`src/rtl/prog_mem_pkg.sv`:
```
// Shared types and constants for the program memory: FSM states, opcodes and the
// built-in boot image (cells past the 16-word image read as zero).
package prog_mem_pkg;

  typedef enum logic {
    S_INIT = 1'b0,
    S_RUN  = 1'b1
  } state_e;

  localparam logic [3:0] OP_ADD = 4'h5;
  localparam logic [3:0] OP_INC = 4'h9;
  localparam logic [3:0] OP_LD  = 4'hA;
  localparam logic [3:0] OP_ST  = 4'hB;
  localparam logic [3:0] OP_NOP = 4'hC;
  localparam logic [3:0] OP_LDI = 4'hD;
  localparam logic [3:0] OP_RST = 4'hE;

  localparam int IMAGE_WORDS = 16;

  function automatic logic [11:0] image_word(input int unsigned idx);
    logic [11:0] w;
    w = 12'h000;
    case (idx)
      0:       w = {OP_NOP, 8'h00};
      1:       w = {OP_LDI, 8'h20};
      2, 3:    w = {OP_INC, 8'h00};
      4:       w = {OP_ST,  8'h00};
      5, 6:    w = {OP_INC, 8'h00};
      7:       w = {OP_ADD, 8'h00};
      8, 9:    w = {OP_INC, 8'h00};
      10:      w = {OP_LD,  8'h00};
      11:      w = {OP_ADD, 8'h00};
      12, 13:  w = {OP_INC, 8'h00};
      14:      w = {OP_RST, 8'h00};
      15:      w = {OP_NOP, 8'h00};
      default: w = 12'h000;
    endcase
    return w;
  endfunction

endpackage

```
`src/rtl/prog_mem_array.sv`:
```
// 1-write/1-read synchronous storage; a read and write to the same cell on one
// edge returns the old word. The read register clears on reset.
module prog_mem_array #(
  parameter int WIDTH      = 12,
  parameter int ADDR_WIDTH = 4
) (
  input  logic                  clk_i,
  input  logic                  rst_ni,
  input  logic                  we_i,
  input  logic [ADDR_WIDTH-1:0] waddr_i,
  input  logic [WIDTH-1:0]      wdata_i,
  input  logic                  re_i,
  input  logic [ADDR_WIDTH-1:0] raddr_i,
  output logic [WIDTH-1:0]      rdata_o
);
  localparam int DEPTH = 1 << ADDR_WIDTH;

  logic [WIDTH-1:0] mem_q [DEPTH];
  logic [WIDTH-1:0] rdata_q;

  always_ff @(posedge clk_i) begin
    if (we_i) mem_q[waddr_i] <= wdata_i;
  end

  always_ff @(posedge clk_i) begin
    if (!rst_ni)   rdata_q <= '0;
    else if (re_i) rdata_q <= mem_q[raddr_i];
  end

  assign rdata_o = rdata_q;

endmodule

```
`src/rtl/prog_mem.sv`:
```
// Program memory top: boot-image init sequencer, one-deep fetch output stage and
// optional run-time loader (enabled by defining PROG_MEM_LOADER_EN).
module prog_mem
  import prog_mem_pkg::*;
#(
  parameter int WIDTH      = 12,
  parameter int ADDR_WIDTH = 4
) (
  input  logic                  clk_i,
  input  logic                  rst_ni,
  input  logic                  req_i,
  input  logic [ADDR_WIDTH-1:0] addr_i,
  output logic                  gnt_o,
  output logic                  valid_o,
  output logic [WIDTH-1:0]      data_o,
  input  logic                  ready_i,
  output logic                  busy_o,
  input  logic                  ld_we_i,
  input  logic [ADDR_WIDTH-1:0] ld_addr_i,
  input  logic [WIDTH-1:0]      ld_data_i,
  output logic                  ld_err_o
);
  localparam int DEPTH = 1 << ADDR_WIDTH;
  localparam logic [ADDR_WIDTH-1:0] LAST = ADDR_WIDTH'(DEPTH - 1);

  state_e                  state_q, state_d;
  logic [ADDR_WIDTH-1:0]   cnt_q, cnt_d;
  logic                    valid_q, valid_d;
  logic                    ld_err_q, ld_err_d;
  logic                    gnt, accept, ld_wr, we;
  logic [ADDR_WIDTH-1:0]   waddr;
  logic [WIDTH-1:0]        wdata;

`ifdef PROG_MEM_LOADER_EN
  assign ld_wr    = ld_we_i && rst_ni && (state_q == S_RUN);
  assign ld_err_d = ld_we_i && (!rst_ni || (state_q == S_INIT));
`else
  logic unused_ld;
  assign unused_ld = ^{ld_we_i, ld_addr_i, ld_data_i};
  assign ld_wr     = 1'b0;
  assign ld_err_d  = 1'b0;
`endif

  always_ff @(posedge clk_i) begin
    if (!rst_ni) begin
      state_q <= S_INIT;
      cnt_q   <= '0;
      valid_q <= 1'b0;
    end else begin
      state_q <= state_d;
      cnt_q   <= cnt_d;
      valid_q <= valid_d;
    end
  end

  // Not cleared by reset: a loader strobe seen during reset must still flag an error.
  always_ff @(posedge clk_i) ld_err_q <= ld_err_d;

  always_comb begin
    state_d = state_q;
    cnt_d   = cnt_q;
    valid_d = valid_q;
    gnt     = (state_q == S_RUN) && (!valid_q || ready_i);
    accept  = req_i && gnt;
    case (state_q)
      S_INIT: begin
        cnt_d = cnt_q + 1'b1;
        if (cnt_q == LAST) state_d = S_RUN;
      end
      default: ;
    endcase
    if (accept)                valid_d = 1'b1;
    else if (valid_q && ready_i) valid_d = 1'b0;
  end

  assign we    = rst_ni && ((state_q == S_INIT) || ld_wr);
  assign waddr = (state_q == S_INIT) ? cnt_q : ld_addr_i;
  assign wdata = (state_q == S_INIT) ? WIDTH'(image_word(32'(cnt_q))) : ld_data_i;

  prog_mem_array #(
    .WIDTH      (WIDTH),
    .ADDR_WIDTH (ADDR_WIDTH)
  ) u_array (
    .clk_i   (clk_i),
    .rst_ni  (rst_ni),
    .we_i    (we),
    .waddr_i (waddr),
    .wdata_i (wdata),
    .re_i    (accept),
    .raddr_i (addr_i),
    .rdata_o (data_o)
  );

  assign gnt_o    = gnt;
  assign valid_o  = valid_q;
  assign busy_o   = (state_q == S_INIT);
  assign ld_err_o = ld_err_q;

endmodule

```
`config.mk`:
```
export PLATFORM = sky130hd
export DESIGN_NAME = prog_mem
export DESIGN_NICKNAME = d
export VERILOG_FILES = /design/src/rtl/prog_mem_pkg.sv /design/src/rtl/prog_mem_array.sv /design/src/rtl/prog_mem.sv
export SDC_FILE = /design/constraint.sdc
export NUM_CORES = 1
export LEC_CHECK = 0
export ABC_AREA = 1
export CAP_MARGIN = 40
export CORE_MARGIN = 4
export CORE_UTILIZATION = 33
export DETAILED_ROUTE_END_ITERATION = 10
export REMOVE_ABC_BUFFERS = 1
export SETUP_SLACK_MARGIN = 0.4
export SYNTH_ARGS = -nofsm -noshare
export SYNTH_HDL_FRONTEND = slang
export SYNTH_SLANG_ARGS = --single-unit
```
`constraint.sdc`:
```
create_clock -name clk_i -period 5.3 [get_ports clk_i]
set_input_delay 1.59 -clock clk_i [delete_from_list [all_inputs] [get_ports clk_i]]
set_output_delay 1.59 -clock clk_i [all_outputs]
set_load 0.005 [all_outputs]
```
# Word-level counts from Yosys, hierarchy flattened
# Memory sizes are Yosys's and may differ from the RTL's. A register that Yosys moved wholly into a read port is not among the register bits.
# Cells that the tools add are included.
# classes
bitwise	1
n_reduce_logical	8
eq_ne	1
muxes	10
addsub	1
# op_table
cell	count
$mux 12	1
$mux 4	3
$mux 1	6
$add 4x1->4 const B	1
$eq 4x4->1 const B	1
$logic_and 1x1->1	4
$logic_not 1->1	2
$reduce_bool 2->1	1
$logic_or 1x1->1	1
$not 1->1	1
# totals
input_bits	25
rom_bits	80
regBits	6
ramBits	192
output_inout_bits	16
mem_count	2
# memory_table
name	words	width	read_ports	rd_clocked_by_memory_dff	wr	line_no	source
u_array.mem_q	16	12	1	1	1	prog_mem_array.sv:18	logic [WIDTH-1:0] mem_q [DEPTH];
(name not given)	16	5	1	1	0	prog_mem_pkg.sv:23	case (idx)

# Longest topological paths before layout
# depth
depth_word	5
depth_mapped	11

# Cells and area by module
# From an unflattened synthesis, not the netlist that was laid out.
# unflattened
cells_unflattened	836
hier_area_um2	8951.1
# by_module_without_submodules
module	seq_area_each_um2	area_each_um2	instances	cells_each
prog_mem_array	6005.8	8237.9	1	723
prog_mem	220.2	713.2	1	113

# Worst setup path after synthesis
# OpenSTA, ideal clock, no wires.
# synth_path
path_kind	input -> output
start	input ready_i
end	output gnt_o
t_arrival_ns	1.790
n_path_buf	0
required_ns	3.710
slack_ns	1.920
stages	4
path_cell_list	inv_1 -> nand2_1 -> inv_1 -> nor2_2
# synth_between
elab_chain_cells	2
# synth_lines
element	line_no	source
start, declared	prog_mem.sv:16	input logic ready_i,
$logic_or 1x1->1	prog_mem.sv:63	gnt = (state_q == S_RUN) && (!valid_q || ready_i);
$logic_and 1x1->1	prog_mem.sv:63	
end, declared	prog_mem.sv:13	output logic gnt_o,
# No other way between the ends.

# Final worst setup path
# Ends and elaborated chain as after synthesis.

==> results.tsv <==
metric	value	unit
post-synthesis compound-gate area fraction	1.588	%
type of the worst setup path	input port to output pin	
Clock Latency Late Sink	0.50	ns
Final Skew	0.01995	ns
Synth area leader	edfxtp_1	
register area	6226	sq um
Crit. End Element	output pin	
synthesized flop and latch total	215	
DR WL/cell	15.57	microns
worst rel slew slack	47.71	%
min Tclk post-route	4.367	ns
detailed placement HPWL	12580	microns
Cells after Synth	932	
crit path launch type	input port	
HP Class	register to register	
io pins	41	
share of layout cells above drive strength 1	7.157	%
P_leak	4.586	nW
Vias/cell	4.517	
area of the multi-input gates	2293	sq um
vias in the first global route	5744	
first-pass GRT wire length	33440	microns
Starting Density	33.47	%
post-synthesis simple-gate area fraction	22.81	%
Adder-Cell Fraction of Synth Area	0.1346	%
1st-iter DRT viols	491	
crit share post-route	82.40	%
Die W	175.9	microns
RSZ-0062 raised after global routing	false	
main combinational cell family by area after synthesis	simple AND/OR/NAND/NOR gates	
mux contribution to synthesized area	0	%
worst-margin pin slew	0.7815	ns
Post-Syn Area per Cell	9.976	sq um
M1 GR Usage	19.24	%
Final Net Count	1002	
remaining global-route overflow	0	
Setup Buffers After CTS	0	
via count	6188	
WP data required	3.71	ns
site row count	61	
GR peak layer	met2	
DRC viols	0	
yosys warns	0	
clock-pin slew on the worst setup and hold paths	0.06	ns
CTS tree	done	
Mapped Area	9298	sq um
setup_tns	0	ns
Slew Limit Fails	0	
Total Power	3.587	mW
root buf cell	clkbuf_16	
commonest non-fill, non-tap cell in the layout	nand2_1	
peak supply drop	0.0001717	V
cts hold-fix bufs	0	
die area	30930	sq um
Pre-antenna DRT Iters	5	
CTS Buf Count	22	
PortBufs	37	
Core ar.	27780	sq um
Final ANT Viol Nets	0	
DRT Wirelength	21340	microns
Clock Sink Count	215	
Final Hold Vio Count	0	
largest cells by area after synthesis	edfxtp_1 (62%), nand2_1 (14%), nand3_1 (7.4%), inv_1 (5.2%), dfxtp_1 (5.0%)	
initial antenna violation count	0	
post-synthesis sequential area ratio	66.96	%
Final setup viols	0	
GR Util met3	2.131	%
xor/xnor share of the synthesized area	0.09420	%
Bufs on Longest Clock Path	3	
WP data arrival	2.78	ns
status	finished clean	
die height	175.9	microns
Total GRT Usage	13.87	%
Power Density	331.0	nW/um^2
Syn-to-layout area delta	16.58	%
post-synth top area share	62.01	%
routability cong.	0.7622	
largest net degree at the start of global routing	65	
Fillers	2707	
count of cell types in the netlist	27	
highest-count cells in the layout ignoring fill and taps	nand2_1 (341), edfxtp_1 (192), nand3_1 (138), inv_1 (130), clkdlybuf4s50_1 (35)	
Inserted Diodes	0	
Post-CTS Resized	0	
Max Cap Viol	0	
fmax	229.0	MHz
CP max FO	2	
GR Util met2	22.85	%
H-tree depth	1	
cell type report:
type | count | area share (%)
Sequential cell | 215 | 57.44
Multi-Input combinational cell | 538 | 21.16
Timing Repair Buffer | 66 | 5.910
Clock buffer | 33 | 5.841
Inverter | 133 | 4.652
Tap cell | 378 | 4.363
Clock inverter | 7 | 0.6349
cells by family (layout without fill, tap and decap cells):
group / after synthesis / count (layout)
adder cells (fa/ha/maj): 1 / 1
other: 1 / 1
flip-flops: 215 / 215
AND/OR/NAND/NOR: 512 / 512
XOR/XNOR: 1 / 1
AO/OA/AOI/OAI: 23 / 23
buffers and inverters: 179 / 239
worst max-delay path: stages:
cell and delay, ns:
clkdlybuf4s50_1 0.45, inv_1 0.03, nand2_1 0.05, inv_1 0.05, nor2_2 0.10, clkdlybuf4s50_1 0.51
report_power, final:
group	switching, mW	internal [mW]	total, mW
Sequential	0.00615	1.87	1.87
Clock	0.615	0.878	1.49
Combinational	0.152	0.0696	0.221
Total	0.773	2.81	3.59
metal layers:
layer | routed length (microns) | vias to the layer above | share of wire, %
met5 | 0 | - | 0
li1 | - | 3101 | -
met3 | 1163 | 36 | 5.5
met2 | 9995 | 178 | 47
met4 | 506 | 0 | 2.4
met1 | 9669 | 2873 | 45
flip-flops by register name, indices dropped and copies added (netlist names), named ones only:
register	count
u_array.mem_q	192
u_array.rdata_o	12
cnt_q	4
valid_o	1
state_q	1
final timing paths:
kind | slack (ns) | endpoint | startpoint | cells after the start
max | 0.93 | gnt_o | ready_i | 6
min | 0.50 | state_q | cnt_q[2] | 2
max reg2reg | 2.99 | u_array.mem_q[14][4] | state_q | 6
min reg2reg | 0.50 | state_q | cnt_q[2] | 2
stage by stage:
stage                     instances  instance area, sq um  util [%]  setup WS (ns)  hold WS (ns)
after floorplan                 886                  9024         -          1.920        0.4698
after global placement         1327                 10050     36.19         0.9121        0.4971
after detailed placement       1330                 10140     36.49         0.9319        0.4950
after CTS                      1370                 10840     39.02         0.9306        0.5056
after global routing           1370                 10840     39.02         0.8802        0.5165
final                          1370                 10840     39.02         0.9326        0.4994
cells in the mapped netlist, drive strengths merged:
cell,n
clkbuf,7
o21a,12
nand3,138
nor3,3
nand4,3
ha,1
xor2,1
buf,39
o31ai,1
a21oi,2
o21ai,8
inv,133
nor2,25
nand2,342
or2,1
edfxtp,192
conb,1
dfxtp,23
Power figures use the tool's default switching activity.
